File: config.mk
export PLATFORM = sky130hd
export DESIGN_NAME = seg_display_scanner
export DESIGN_NICKNAME = d
export VERILOG_FILES = /design/src/rtl/seg_display_scanner.sv
export SDC_FILE = /design/constraint.sdc
export NUM_CORES = 1
export LEC_CHECK = 0
export BUFFER_PORTS_ARGS = -buffer_cell sky130_fd_sc_hd__buf_2
export CAP_MARGIN = 20
export CORE_MARGIN = 2
export CORE_UTILIZATION = 45
export CTS_CLUSTER_SIZE = 10
export DETAILED_ROUTE_END_ITERATION = 10
export GPL_TIMING_DRIVEN = 0
export PLACE_DENSITY = 0.67
export SYNTH_ARGS = -nofsm -noshare
export SYNTH_HDL_FRONTEND = slang
export SYNTH_SLANG_ARGS = --single-unit
File: constraint.sdc
create_clock -name clk -period 2.05 [get_ports clk]
set_input_delay 0.41 -clock clk [delete_from_list [all_inputs] [get_ports clk]]
set_output_delay 0.41 -clock clk [all_outputs]
set_load 0.01 [all_outputs]
File: src/rtl/seg_display_scanner.sv
// Time-multiplexed N-digit common-anode seven-segment driver with PWM brightness and tear-free frame updates.
// Optional leading-zero suppression is enabled by defining SEG_DISPLAY_ZERO_BLANK_EN.
module seg_display_scanner #(
    parameter int DIGITS      = 4,
    parameter int REFRESH_DIV = 10000,
    parameter int DUTY_BITS   = 4
) (
    input  logic                  clk,
    input  logic                  reset,
    input  logic [4*DIGITS-1:0]   data,
    input  logic [DIGITS-1:0]     dp,
    input  logic [DIGITS-1:0]     digit_en,
    input  logic                  load,
    input  logic [DUTY_BITS-1:0]  brightness,
    output logic [6:0]            seg_n,
    output logic                  dp_n,
    output logic [DIGITS-1:0]     an_n,
    output logic                  frame_done
);

    localparam int PRE_W = (REFRESH_DIV > 1) ? $clog2(REFRESH_DIV) : 1;
    localparam int IDX_W = (DIGITS > 1) ? $clog2(DIGITS) : 1;

    logic [PRE_W-1:0]          pre;
    logic [IDX_W-1:0]          idx;
    logic [DUTY_BITS-1:0]      pwm;
    logic                      pre_tc;
    logic                      idx_last;
    logic                      frame_edge;

    logic [DIGITS-1:0][3:0]    stg_data;
    logic [DIGITS-1:0]         stg_dp;
    logic [DIGITS-1:0]         stg_en;
    logic                      pending;
    logic [DIGITS-1:0][3:0]    disp_data;
    logic [DIGITS-1:0]         disp_dp;
    logic [DIGITS-1:0]         disp_en;

    logic [DIGITS-1:0]         supp;
    logic [3:0]                cur_nib;
    logic                      pwm_on;
    logic                      shown;
    logic [6:0]                seg_next;
    logic                      dp_next;
    logic [DIGITS-1:0]         an_next;

    function automatic logic [6:0] hex_to_seg(input logic [3:0] nib);
        case (nib)
            4'h0: return 7'b1000000;
            4'h1: return 7'b1111001;
            4'h2: return 7'b0100100;
            4'h3: return 7'b0110000;
            4'h4: return 7'b0011001;
            4'h5: return 7'b0010010;
            4'h6: return 7'b0000010;
            4'h7: return 7'b1111000;
            4'h8: return 7'b0000000;
            4'h9: return 7'b0010000;
            4'hA: return 7'b0001000;
            4'hB: return 7'b0000011;
            4'hC: return 7'b1000110;
            4'hD: return 7'b0100001;
            4'hE: return 7'b0000110;
            default: return 7'b0001110;
        endcase
    endfunction

    assign pre_tc     = (pre == PRE_W'(REFRESH_DIV - 1));
    assign idx_last   = (idx == IDX_W'(DIGITS - 1));
    assign frame_edge = pre_tc & idx_last;

    always_ff @(posedge clk) begin
        if (reset) begin
            pre        <= '0;
            idx        <= '0;
            pwm        <= '0;
            pending    <= 1'b0;
            frame_done <= 1'b0;
        end else begin
            pre        <= pre_tc ? '0 : pre + PRE_W'(1);
            pwm        <= pwm + DUTY_BITS'(1);
            frame_done <= frame_edge;
            if (pre_tc)
                idx <= idx_last ? '0 : idx + IDX_W'(1);
            if (frame_edge)
                pending <= 1'b0;
            else if (load)
                pending <= 1'b1;
        end
    end

    // Staging absorbs loads at any time; the display copy only moves at the frame edge.
    always_ff @(posedge clk) begin
        if (reset) begin
            stg_data  <= '0;
            stg_dp    <= '0;
            stg_en    <= '1;
            disp_data <= '0;
            disp_dp   <= '0;
            disp_en   <= '1;
        end else begin
            if (load) begin
                stg_data <= data;
                stg_dp   <= dp;
                stg_en   <= digit_en;
            end
            if (frame_edge) begin
                if (load) begin
                    disp_data <= data;
                    disp_dp   <= dp;
                    disp_en   <= digit_en;
                end else if (pending) begin
                    disp_data <= stg_data;
                    disp_dp   <= stg_dp;
                    disp_en   <= stg_en;
                end
            end
        end
    end

`ifdef SEG_DISPLAY_ZERO_BLANK_EN
    // Walk down from the most significant digit; disabled digits are transparent to the walk.
    always_comb begin
        logic leading;
        leading = 1'b1;
        supp    = '0;
        for (int i = DIGITS - 1; i >= 1; i--) begin
            if (disp_en[i]) begin
                if (leading && (disp_data[i] == 4'h0) && !disp_dp[i])
                    supp[i] = 1'b1;
                else
                    leading = 1'b0;
            end
        end
    end
`else
    assign supp = '0;
`endif

    always_comb begin
        cur_nib      = disp_data[idx];
        pwm_on       = (pwm < brightness);
        shown        = disp_en[idx] & pwm_on & ~supp[idx];
        an_next      = '1;
        an_next[idx] = ~shown;
        seg_next     = shown ? hex_to_seg(cur_nib) : 7'h7F;
        dp_next      = shown ? ~disp_dp[idx] : 1'b1;
    end

    always_ff @(posedge clk) begin
        if (reset) begin
            seg_n <= 7'h7F;
            dp_n  <= 1'b1;
            an_n  <= '1;
        end else begin
            seg_n <= seg_next;
            dp_n  <= dp_next;
            an_n  <= an_next;
        end
    end

endmodule

==> results of run 1 <==
[cell usage after synthesis (2+ instances only)]
master / n
sky130_fd_sc_hd__xor2_1: 7
sky130_fd_sc_hd__nor3_1: 3
sky130_fd_sc_hd__mux2i_1: 30
sky130_fd_sc_hd__nor2_1: 70
sky130_fd_sc_hd__a21oi_1: 7
sky130_fd_sc_hd__buf_6: 2
sky130_fd_sc_hd__a21o_1: 2
sky130_fd_sc_hd__nor4b_4: 2
sky130_fd_sc_hd__o31ai_1: 2
sky130_fd_sc_hd__mux4_2: 4
sky130_fd_sc_hd__clkbuf_1: 6
sky130_fd_sc_hd__nand3_1: 8
sky130_fd_sc_hd__o21ai_0: 3
sky130_fd_sc_hd__dfxtp_1: 82
sky130_fd_sc_hd__ha_1: 15
sky130_fd_sc_hd__nand2_1: 19
sky130_fd_sc_hd__inv_1: 11
sky130_fd_sc_hd__a211oi_1: 23
sky130_fd_sc_hd__mux2_2: 3
sky130_fd_sc_hd__buf_4: 3
sky130_fd_sc_hd__buf_2: 7
sky130_fd_sc_hd__mux2i_4: 2
sky130_fd_sc_hd__o311ai_0: 2
sky130_fd_sc_hd__nand2b_1: 6
sky130_fd_sc_hd__xnor2_1: 7
sky130_fd_sc_hd__a211o_1: 4
sky130_fd_sc_hd__o221ai_1: 3
[stage by stage]
step	cell area [um^2]	power (mW)	utilization	hold slack, ns
after global placement	3789	1.891	0.5168	0.4422
final	4111	3.077	0.5608	0.3160
after CTS	4046	3.107	0.5520	0.3135
after floorplan	3455	1.821	-	0.4252
after detailed placement	3789	1.896	0.5168	0.4469
after global routing	4111	3.215	0.5608	0.3226
[final cells by class]
class                      count  area [um^2]
fill                         636         3219
sequential                    82         1645
clock buffer                  15        186.4
inverter                      11        41.29
clock inverter                 1        30.03
buffer                        19        117.6
timing repair buffer          49        266.5
tap                           99        123.9
multi-input combinational    231         1700
[routing by layer]
metal	share of wire	GRT usage	wire, um	up-vias
met5	0	0	0	-
met4	0.014	0.05303	93	0
met3	0.035	0.04730	234	11
met2	0.48	0.2696	3177	35
met1	0.47	0.2059	3091	1159
li1	-	-	-	1295
[timing repair]
item                       CTS  global route
buffers inserted             2             5
setup endpoints to repair    4             5
gates resized for setup      6             9
pin swaps                    0             2
[power groups by stage]
stage	Clock [mW]	Combinational, mW	Sequential (mW)
after floorplan	0	0.116	1.70
final	1.22	0.193	1.66
after detailed placement	0	0.195	1.70
after global routing	1.33	0.217	1.67
after CTS	1.25	0.195	1.66
after global placement	0	0.192	1.70
[tightest hold or removal path: cells and delay by family]
family / cells / cell delay [ns]
buffers and inverters: 1 / 0.08
muxes: 1 / 0.08
and+or+nand+nor: 1 / 0.07
[cell families after synthesis]
logic type               Yosys count  share of synthesized area
multiplexers                      39                     0.1359
adder cells (fa/ha/maj)           15                    0.05435
AND/OR/NAND/NOR                  116                     0.1587
XOR/XNOR                          14                    0.03551
buffers and inverters             30                    0.04275
AO/OA/AOI/OAI                     47                    0.09746
flip-flops                        82                     0.4754
[state kept, by name (all words and copies together) (netlist names), 4 cells and up]
name,cells
disp_data,16
stg_en,4
pre,14
stg_data,16
pwm,4
disp_dp,4
an_n,4
stg_dp,4
disp_en,4
seg_n,7
[worst paths after layout]
kind / from / to / slack (ns) / cells after the start
worst max-delay path: idx[0] / seg_n[0] / 0.1 / 7
worst min-delay path: digit_en[0] / stg_en[0] / 0.32 / 3
worst max register to register: idx[0] / seg_n[0] / 0.1 / 7
worst min register to register: disp_en[2] / disp_en[2] / 0.46 / 1
==> out/summary.txt, run 1 <==
WORST SETUP PATH
------------------------------------------------------------------------------------------------------
Kind of critical path                                                                       reg -> reg
Critical-path top delay cell                                                              sky130_fd_sc_hd__mux4_2
Stage delay of the slowest cell on the critical path                                           0.61 ns
Startpoint class of the critical path                                                         register
Data required time of the critical path                                                        2.28 ns
CP endpoint kind                                                                              register
Crit path buf inv count                                                                              1
Cells along the critical path                                                             buf_12, mux4_2, ha_4, o31ai_2, a21oi_1, o21ai_1, nand2_1
Arrival time worst endpoint                                                                    2.19 ns
CP delay by family, top                                                                   multiplexers
Critical path fanouts, max                                                                           7

JOB
------------------------------------------------------------------------------------------------------
Number of max-capacitance violations reported                                                        0

YOSYS
------------------------------------------------------------------------------------------------------
Cells taking the most area after synthesis                                                sky130_fd_sc_hd__dfxtp_1 (48%), sky130_fd_sc_hd__mux2i_1 (8.7%), sky130_fd_sc_hd__nor2_1 (7.6%), sky130_fd_sc_hd__ha_1 (5.4%), sky130_fd_sc_hd__a211oi_1 (5.0%)
Share of async-settable or async-resettable flops after synthesis                                    0
Post-synthesis cell area                                                                  0.003453 mm^2
Synth Area per Inst                                                                         10.07 um^2
Netlist cell types                                                                                  37
Fraction of post-synthesis cell area in the top cell type by area                               0.4754
Number of enable flip-flop cells after synthesis                                                     0
Sequential share of the synthesized area                                                        0.4754
Number of synthesized register bits                                                                 82
Number of instances in the synthesized netlist                                                     343
Synth Flop Type                                                                           sky130_fd_sc_hd__dfxtp_1
Synthesized netlist net count                                                                      389
Leading area contributor after synthesis                                                  sky130_fd_sc_hd__dfxtp_1
Synth warnings                                                                                       0

GRT
------------------------------------------------------------------------------------------------------
Maximum number of pins on one net before global-route repair                                        13
Global-route wire length before repair                                                        10.94 mm
Total global routing overflow                                                                        0
GRT Resource Usage Total                                                                        0.1638
Via count of the first global-routing pass                                                        2404
Initial antenna violation count                                                                      0

ROUTING
------------------------------------------------------------------------------------------------------
Remaining routing DRC violations                                                                     0
Number of vias per cell after detailed routing                                                   4.931
Routed len/inst                                                                               13.01 um
DRC marker count from the first detailed-route iteration                                           101
Final ANT Viol Nets                                                                                  0
Number of detailed-route iterations in the first pass                                                4
Total number of vias                                                                              2500
Total length of routed wires                                                                  6.597 mm

CLOCKING
------------------------------------------------------------------------------------------------------
Number of hold-repair buffers added at the cts stage                                                 0
Source-to-sink clock delay at the later pin of the worst-skew pair                             0.35 ns
Count of H-tree levels built during CTS                                                              3
Clock transition at the register clock pins on the worst setup and hold paths after CTS        0.08 ns
CTS buffer count                                                                                     9
TritonCTS clock tree                                                                              done
Maximum count of clock buffers along a single path                                                   2
Root buffer selected by CTS                                                               sky130_fd_sc_hd__clkbuf_8
Number of clock sinks                                                                               82

FLOORPLANNING
------------------------------------------------------------------------------------------------------
I/O pin count                                                                                       44
DIE AREA                                                                                  0.008391 mm^2
Overall die width                                                                             91.60 um
Chip Height                                                                                   91.60 um
Initial Utilization                                                                             0.4711
Row count                                                                                           31
Core footprint                                                                            0.007331 mm^2

TIMING
------------------------------------------------------------------------------------------------------
RSZ-0062 raised after global routing                                                                no
Final WS setup                                                                              0.09662 ns
Worst clock skew on the final layout                                                       0.009735 ns
Max_slew headroom                                                                               0.6554
Setup-violating endpoint count in the final report                                                   0
Setup TNS                                                                                         0 ns
Post-route clock period utilization                                                             0.9529
Fin. Hold Viols                                                                                      0
Minimum period implied by the final worst setup slack                                         1.953 ns
Transition at the pin with the smallest max-transition slack                                 0.5026 ns
Fmax achieved                                                                                511.9 MHz
Pins over their slew limit                                                                           0

FINAL LAYOUT
------------------------------------------------------------------------------------------------------
Final nets                                                                                         449
Post-Layout Cell Count                                                                             507
Share of post-route cells with drive strength above 1                                           0.2377
Number of inserted diodes                                                                            0
Top library cells by usage in the layout, fill and taps aside                             sky130_fd_sc_hd__dfxtp_1 (81), sky130_fd_sc_hd__nor2_1 (70), sky130_fd_sc_hd__buf_2 (48), sky130_fd_sc_hd__mux2i_1 (30), sky130_fd_sc_hd__a211oi_1 (22)
Synth-to-Final Area Change                                                                      19.06%
Most common cell after layout, fill and taps aside                                        sky130_fd_sc_hd__dfxtp_1

PWR
------------------------------------------------------------------------------------------------------
Comb power frac                                                                                  0.063
Part of the power in registers                                                                   0.540
Worst vdd rail ir drop                                                                     0.0005189 V
Part of the power in the clock network                                                           0.397
Leakage power                                                                                 1.667 nW
Switching power total                                                                         649.4 uW
Cell area power density                                                                   748.3 mW/mm^2
Internal power of the cells                                                                   2.427 mW
Net Sw Frac                                                                                     0.2111

PLACED DESIGN
------------------------------------------------------------------------------------------------------
Post-detail-place hpwl                                                                        4.804 mm
I/O Buffers                                                                                         42
Pre-CTS setup slack                                                                         -0.1973 ns
# placed instances                                                                                 484
Weighted congestion at the end of routability-driven global placement                           0.8177

RUN STATUS
------------------------------------------------------------------------------------------------------
Result of the run                                                                         finished, final reports clean

HOLD PATH
------------------------------------------------------------------------------------------------------
Class of the tightest hold or removal check                                                  in -> reg

(Power assumes the default switching activity.)
==> run 2: changes to the inputs <==
CORE_ASPECT_RATIO = 0.75   (was default)
==> run 2 against run 1 <==
Highest routed layer unchanged. Utilization down 0.93 points. Sequential share of layout area up 0.31 points. Final area down 0.76%. Combinational power about the same. Routed wire length up 6.0%. Critical path depth down 1. Critical endpoint is now seg_n[1]. Register-to-register slack worse by 0.03 ns.
==> out/summary.txt, run 2 (same netlist as run 1, synthesis figures left out) <==
WORST SETUP PATH
------------------------------------------------------------------------------------------------------
First element of the critical path                                                              idx[0]   unchanged
Depth of the worst register-to-register path                                                         6   was 7
Reg-to-reg startpoint                                                                           idx[0]   unchanged
Termination of the worst setup path                                                           seg_n[1]   was seg_n[0]
Critical path fanouts, max                                                                           7   unchanged
Setup slack of the most critical reg-to-reg path                                               0.07 ns   was 0.1 ns
CP endpoint kind                                                                              register   unchanged
Kind of critical path                                                                       reg -> reg   unchanged
Arrival time worst endpoint                                                                    2.21 ns   was 2.19 ns
Startpoint class of the critical path                                                         register   unchanged
Data required time of the critical path                                                        2.28 ns   about the same
Crit Reg-Reg Endpoint                                                                         seg_n[1]   was seg_n[0]

FINAL LAYOUT
------------------------------------------------------------------------------------------------------
Largest registers in the final layout                                                     disp_data (16), stg_data (16), pre (14)   unchanged
Share of post-route cells with drive strength above 1                                           0.2340   was 0.2377
Area of combinational cells with multiple inputs                                          0.001698 mm^2   was 0.001700 mm^2
Number of inserted filler cells in the final layout                                                666   was 636
Number of inserted diodes                                                                            0   unchanged
Final nets                                                                                         447   was 449
Core utilization of the finished layout                                                         0.5515   was 0.5608
Cell area after layout                                                                    0.004080 mm^2   was 0.004111 mm^2
Top library cells by usage in the layout, fill and taps aside                             sky130_fd_sc_hd__dfxtp_1 (81), sky130_fd_sc_hd__nor2_1 (70), sky130_fd_sc_hd__buf_2 (48), sky130_fd_sc_hd__mux2i_1 (30), sky130_fd_sc_hd__a211oi_1 (23)   was sky130_fd_sc_hd__dfxtp_1 (81), sky130_fd_sc_hd__nor2_1 (70), sky130_fd_sc_hd__buf_2 (48), sky130_fd_sc_hd__mux2i_1 (30), sky130_fd_sc_hd__a211oi_1 (22)
Synth-to-Final Area Change                                                                      18.15%   was 19.06%
Most common cell after layout, fill and taps aside                                        sky130_fd_sc_hd__dfxtp_1   unchanged
Area taken by flip-flops and latches                                                      0.001645 mm^2   unchanged

ROUTING
------------------------------------------------------------------------------------------------------
Number of vias per cell after detailed routing                                                   5.004   was 4.931
Routed len/inst                                                                               13.80 um   was 13.01 um
Final ANT Viol Nets                                                                                  0   unchanged
Total number of vias                                                                              2537   was 2500
Remaining routing DRC violations                                                                     0   unchanged
Number of detailed-route iterations in the first pass                                                4   unchanged
Total length of routed wires                                                                  6.995 mm   was 6.597 mm
DRC marker count from the first detailed-route iteration                                           147   was 101

PWR
------------------------------------------------------------------------------------------------------
Switching power total                                                                         749.8 uW   was 649.4 uW
Net Sw Frac                                                                                     0.2459   was 0.2111
Worst vdd rail ir drop                                                                     0.0004223 V   was 0.0005189 V
Leakage power                                                                                 1.639 nW   was 1.667 nW
Cell area power density                                                                   747.4 mW/mm^2   was 748.3 mW/mm^2
Part of the power in the clock network                                                           0.391   was 0.397
Part of the power in registers                                                                   0.545   was 0.540
Comb power frac                                                                                  0.064   was 0.063
Internal power of the cells                                                                   2.300 mW   was 2.427 mW

HOLD PATH
------------------------------------------------------------------------------------------------------
Class of the tightest hold or removal check                                                  in -> reg   unchanged

JOB
------------------------------------------------------------------------------------------------------
Number of max-capacitance violations reported                                                        0   unchanged

FLOORPLANNING
------------------------------------------------------------------------------------------------------
I/O pin count                                                                                       44   unchanged
Row count                                                                                           27   was 31
Overall die width                                                                             105.2 um   was 91.60 um
DIE AREA                                                                                  0.008398 mm^2   was 0.008391 mm^2
Core footprint                                                                            0.007398 mm^2   was 0.007331 mm^2
Chip Height                                                                                   79.87 um   was 91.60 um
Initial Utilization                                                                             0.4668   was 0.4711

TIMING
------------------------------------------------------------------------------------------------------
Hold Worst Slack                                                                             0.2968 ns   was 0.3160 ns
Worst clock skew on the final layout                                                       0.008021 ns   was 0.009735 ns
Fmax achieved                                                                                504.2 MHz   was 511.9 MHz
Minimum period implied by the final worst setup slack                                         1.983 ns   was 1.953 ns
Post-route clock period utilization                                                             0.9675   was 0.9529
Setup-violating endpoint count in the final report                                                   0   unchanged
Fin. Hold Viols                                                                                      0   unchanged
Max_slew headroom                                                                               0.6053   was 0.6554
Pins over their slew limit                                                                           0   unchanged
Transition at the pin with the smallest max-transition slack                                 0.5756 ns   was 0.5026 ns

GRT
------------------------------------------------------------------------------------------------------
Initial antenna violation count                                                                      0   unchanged
Maximum number of pins on one net before global-route repair                                        16   was 13
Via count of the first global-routing pass                                                        2448   was 2404
Total global routing overflow                                                                        0   unchanged
GRT Resource Usage Total                                                                        0.1823   was 0.1638
Global-route wire length before repair                                                        11.75 mm   was 10.94 mm

RUN STATUS
------------------------------------------------------------------------------------------------------
Result of the run                                                                         finished, final reports clean   unchanged

PLACED DESIGN
------------------------------------------------------------------------------------------------------
Weighted congestion at the end of routability-driven global placement                           0.8128   was 0.8177
Post-detail-place hpwl                                                                        5.007 mm   was 4.804 mm
I/O Buffers                                                                                         42   unchanged
Post-DP Area                                                                              0.003791 mm^2   was 0.003789 mm^2

CLOCKING
------------------------------------------------------------------------------------------------------
Number of hold-repair buffers added at the cts stage                                                 0   unchanged
Maximum count of clock buffers along a single path                                                   2   unchanged
TritonCTS clock tree                                                                              done   unchanged
Source-to-sink clock delay at the later pin of the worst-skew pair                             0.36 ns   was 0.35 ns
Clock transition at the register clock pins on the worst setup and hold paths after CTS        0.09 ns   was 0.08 ns
Count of H-tree levels built during CTS                                                              3   unchanged
Root buffer selected by CTS                                                               sky130_fd_sc_hd__clkbuf_8   unchanged
Number of clock sinks                                                                               82   unchanged
CTS buffer count                                                                                     9   unchanged

-- run 2: changes by cell type in the layout (fill, tap and decap cells not counted), sizes merged --
| cell | delta |
|---|---|
| buf | -2 |
| clkbuf | -6 |
| clkinv | +2 |
| clkinvlp | +2 |
| inv | +2 |
-- run 2: timing repair --
action,in CTS,in global routing
gates resized for setup,6,8
setup buffers,1,4
setup endpoints to repair,4,5
pin swaps,0,4
-- run 2: cell type report --
| type | instances | share of cell area |
|---|---|---|
| Buffer | 19 | 0.02975 |
| Clock buffer | 9 | 0.03036 |
| Clock inverter | 7 | 0.01871 |
| Inverter | 11 | 0.01012 |
| Multi-Input combinational cell | 231 | 0.4161 |
| Sequential cell | 82 | 0.4033 |
| Tap cell | 101 | 0.03097 |
| Timing Repair Buffer | 47 | 0.06072 |
-- run 2: critical path, cell delays in order, from the launching register on --
cell,delay (ns)
sky130_fd_sc_hd__dfxtp_4,0.37
sky130_fd_sc_hd__buf_12,0.12
sky130_fd_sc_hd__mux4_2,0.60
sky130_fd_sc_hd__inv_1,0.17
sky130_fd_sc_hd__ha_1,0.26
sky130_fd_sc_hd__o21ai_0,0.19
sky130_fd_sc_hd__o221ai_1,0.15
-- run 2: power by group through the flow --
| stage | clock network (mW) | logic, mW | registers [mW] |
|---|---|---|---|
| after floorplan | 0 | 0.116 | 1.70 |
| after global placement | 0 | 0.194 | 1.70 |
| after detailed placement | 0 | 0.198 | 1.70 |
| after CTS | 1.22 | 0.198 | 1.66 |
| after global routing | 1.29 | 0.222 | 1.67 |
| final | 1.19 | 0.196 | 1.66 |
-- run 2: metal layers --
metal	share of wire	up-vias	wire (um)	track usage
met4	0.011	0	74	0.05600
met2	0.41	63	2868	0.2727
met3	0.056	8	389	0.06204
met5	0	-	0	0
li1	-	1298	-	-
met1	0.52	1168	3663	0.2487
-- run 2: stage by stage --
stage	total power [mW]	setup TNS, ns	instances	setup slack (ns)
2_1_floorplan	1.821	0	343	0.07268
3_3_place_gp	1.893	-0.3247	486	-0.2262
3_5_place_dp	1.899	-0.3709	486	-0.2165
4_1_cts	3.076	0	503	0.02949
5_1_grt	3.179	-0.02688	507	-0.02228
6_report	3.049	0	507	0.06662
-- run 2: worst min path at each step --
stage                     start  depth (start not counted)  slack (ns)    endpoint
floorplan                pwm[0]                          1        0.43      pwm[0]
global placement     disp_en[3]                          1        0.44  disp_en[3]
detailed placement       pwm[0]                          1        0.45      pwm[0]
CTS                 digit_en[2]                          3        0.29   stg_en[2]
global route        digit_en[1]                          3        0.29   stg_en[1]
finish              digit_en[1]                          3        0.30   stg_en[1]
==> run 3: changes to the inputs <==
CORE_ASPECT_RATIO = 2   (was 0.75)
PLACE_DENSITY = default   (was 0.67)
clock period = 1.9 ns   (was 2.05 ns; I/O delays follow)
==> run 3 against run 2 <==
Maximum frequency grew 5.7%. Sequential share of layout area shrank 1.1 points. Critical path depth grew 1. Largest power group unchanged. Register-to-register slack lost 0.04 ns. Routed wire length grew 3.9%. Final area grew 2.9%. Clock-buffer cell count grew 4. Die area grew 0.42%.
==> out/summary.txt, run 3 (same netlist as run 1, synthesis figures left out) <==
RUN STATUS
------------------------------------------------------------------------------------------------------
Result of the run                                                                         finished, final reports clean   unchanged

TIMING
------------------------------------------------------------------------------------------------------
Max_slew headroom                                                                               0.6762   was 0.6053
Pins over their slew limit                                                                           0   unchanged
Setup TNS                                                                                         0 ns   unchanged
Minimum period implied by the final worst setup slack                                         1.877 ns   was 1.983 ns
Worst clock skew on the final layout                                                       0.005276 ns   was 0.008021 ns
Setup-violating endpoint count in the final report                                                   0   unchanged
Transition at the pin with the smallest max-transition slack                                 0.4721 ns   was 0.5756 ns
Post-route clock period utilization                                                             0.9877   was 0.9675
Fmax achieved                                                                                532.9 MHz   was 504.2 MHz
RSZ-0062 raised after global routing                                                               yes
Final WS setup                                                                              0.02338 ns   was 0.06662 ns
Fin. Hold Viols                                                                                      0   unchanged

HOLD PATH
------------------------------------------------------------------------------------------------------
Class of the tightest hold or removal check                                                  in -> reg   unchanged

ROUTING
------------------------------------------------------------------------------------------------------
Final ANT Viol Nets                                                                                  0   unchanged
Routed len/inst                                                                               14.48 um   was 13.80 um
Remaining routing DRC violations                                                                     0   unchanged
Total length of routed wires                                                                  7.270 mm   was 6.995 mm
Total number of vias                                                                              2564   was 2537
Number of vias per cell after detailed routing                                                   5.108   was 5.004
DRC marker count from the first detailed-route iteration                                            50   was 147
Number of detailed-route iterations in the first pass                                                4   unchanged

WORST SETUP PATH
------------------------------------------------------------------------------------------------------
Cells along the critical path                                                             buf_4, mux4_2, ha_4, o31ai_2, a21oi_1, o21ai_1, nand2_1   was buf_12, mux4_2, inv_1, ha_1, o21ai_0, o221ai_1
Arrival time worst endpoint                                                                    2.10 ns   was 2.21 ns
Startpoint class of the critical path                                                         register   unchanged
CP endpoint kind                                                                              register   unchanged
Crit path buf inv count                                                                              1   was 2
Critical-path top delay cell                                                              sky130_fd_sc_hd__mux4_2   unchanged
Data required time of the critical path                                                        2.12 ns   was 2.28 ns
Kind of critical path                                                                       reg -> reg   unchanged
Critical path fanouts, max                                                                           9   was 7
Stage delay of the slowest cell on the critical path                                           0.42 ns   was 0.60 ns
CP delay by family, top                                                                   compound AO/OA/AOI/OAI gates   was multiplexers

CLOCKING
------------------------------------------------------------------------------------------------------
TritonCTS clock tree                                                                              done   unchanged
Number of hold-repair buffers added at the cts stage                                                 0   unchanged
Number of clock sinks                                                                               82   unchanged
Root buffer selected by CTS                                                               sky130_fd_sc_hd__clkbuf_16   was sky130_fd_sc_hd__clkbuf_8
CTS buffer count                                                                                     9   unchanged
Count of H-tree levels built during CTS                                                              3   unchanged
Maximum count of clock buffers along a single path                                                   2   unchanged
Source-to-sink clock delay at the later pin of the worst-skew pair                             0.33 ns   was 0.36 ns
Clock transition at the register clock pins on the worst setup and hold paths after CTS        0.06 ns   was 0.09 ns

PWR
------------------------------------------------------------------------------------------------------
Leakage power                                                                                 1.708 nW   was 1.639 nW
Worst vdd rail ir drop                                                                     0.0005107 V   was 0.0004223 V
Cell area power density                                                                   897.3 mW/mm^2   was 747.4 mW/mm^2

FINAL LAYOUT
------------------------------------------------------------------------------------------------------
Number of inserted filler cells in the final layout                                                702   was 666
Synth-to-Final Area Change                                                                      21.56%   was 18.15%
Final nets                                                                                         450   was 447
Top library cells by usage in the layout, fill and taps aside                             sky130_fd_sc_hd__dfxtp_1 (81), sky130_fd_sc_hd__nor2_1 (70), sky130_fd_sc_hd__buf_2 (49), sky130_fd_sc_hd__mux2i_1 (30), sky130_fd_sc_hd__a211oi_1 (22)   was sky130_fd_sc_hd__dfxtp_1 (81), sky130_fd_sc_hd__nor2_1 (70), sky130_fd_sc_hd__buf_2 (48), sky130_fd_sc_hd__mux2i_1 (30), sky130_fd_sc_hd__a211oi_1 (23)
Post-Layout Cell Count                                                                             502   was 507
Number of inserted diodes                                                                            0   unchanged
Share of post-route cells with drive strength above 1                                           0.2451   was 0.2340
Cell area after layout                                                                    0.004198 mm^2   was 0.004080 mm^2
Most common cell after layout, fill and taps aside                                        sky130_fd_sc_hd__dfxtp_1   unchanged
Largest registers in the final layout                                                     disp_data (16), stg_data (16), pre (14)   unchanged

JOB
------------------------------------------------------------------------------------------------------
Number of max-capacitance violations reported                                                        0   unchanged

PLACED DESIGN
------------------------------------------------------------------------------------------------------
Post-detail-place hpwl                                                                        5.427 mm   was 5.007 mm
Weighted congestion at the end of routability-driven global placement                           0.7508   was 0.8128
Pre-CTS setup slack                                                                         -0.1873 ns   was -0.2165 ns
# placed instances                                                                                 479   was 486
Post-DP Area                                                                              0.003795 mm^2   was 0.003791 mm^2
I/O Buffers                                                                                         42   unchanged

FLOORPLANNING
------------------------------------------------------------------------------------------------------
DIE AREA                                                                                  0.008433 mm^2   was 0.008398 mm^2
I/O pin count                                                                                       44   unchanged
Chip Height                                                                                   127.9 um   was 79.87 um
Initial Utilization                                                                             0.4577   was 0.4668
Row count                                                                                           45   was 27
Overall die width                                                                             65.95 um   was 105.2 um
Core footprint                                                                            0.007545 mm^2   was 0.007398 mm^2

GRT
------------------------------------------------------------------------------------------------------
Maximum number of pins on one net before global-route repair                                        13   was 16
Via count of the first global-routing pass                                                        2600   was 2448
GRT Resource Usage Total                                                                        0.1919   was 0.1823
Global-route met1 utilization                                                                   0.1882   was 0.2487
Global-route wire length before repair                                                        12.07 mm   was 11.75 mm
Global routing usage on met2                                                                    0.3690   was 0.2727
Total global routing overflow                                                                        0   unchanged
Met3 track utilization from global routing                                                     0.04653   was 0.06204
Grt peak-use layer                                                                                met2   unchanged
Initial antenna violation count                                                                      0   unchanged

-- run 3: layout make-up --
cell class | instances | area [um^2] | area share
Multi-Input combinational cell | 231 | 1699 | 0.4048
Sequential cell | 82 | 1645 | 0.3920
Clock buffer | 13 | 270.3 | 0.06438
Timing Repair Buffer | 50 | 270.3 | 0.06438
Buffer | 19 | 118.9 | 0.02832
Tap cell | 94 | 117.6 | 0.02802
Inverter | 11 | 41.29 | 0.009836
Clock inverter | 2 | 35.03 | 0.008346
-- run 3: repair_timing --
item,in CTS,in global routing
resized for setup,9,4
setup endpoints to repair,20,11
pin swaps,1,5
setup buffers,5,3
-- run 3: worst paths after layout --
kind,startpoint,cells after the start,to,slack (ns)
max,idx[1],7,seg_n[0],0.02
min,digit_en[0],3,stg_en[0],0.29
max reg2reg,idx[1],7,seg_n[0],0.02
min reg2reg,pwm[0],1,pwm[0],0.46
-- run 3: tightest hold or removal path, cell delays in order --
cell                       delay (ns)
sky130_fd_sc_hd__buf_2           0.08
sky130_fd_sc_hd__mux2i_1         0.08
sky130_fd_sc_hd__nand2b_1        0.07
-- run 3: layer usage --
metal	up-vias	wire, um	part of all wire
met1	1219	2681	0.37
met2	42	4245	0.58
met3	9	230	0.032
met4	0	113	0.016
met5	-	0	0
li1	1294	-	-
-- run 3: power breakdown --
part	switching, mW	leakage (nW)	internal [mW]
logic	0.118	0.886	0.0935
registers	0.0198	0.671	1.78
clock network	0.645	0.152	1.12
-- run 3: metrics by stage --
| stage | hold WS [ns] | total power [mW] | util |
|---|---|---|---|
| global route | 0.3149 | 3.907 | 0.5564 |
| finish | 0.2945 | 3.767 | 0.5564 |
| global placement | 0.4396 | 2.044 | 0.5030 |
| floorplan | 0.4252 | 1.964 | - |
| detailed placement | 0.4470 | 2.050 | 0.5030 |
| CTS | 0.2904 | 3.815 | 0.5512 |
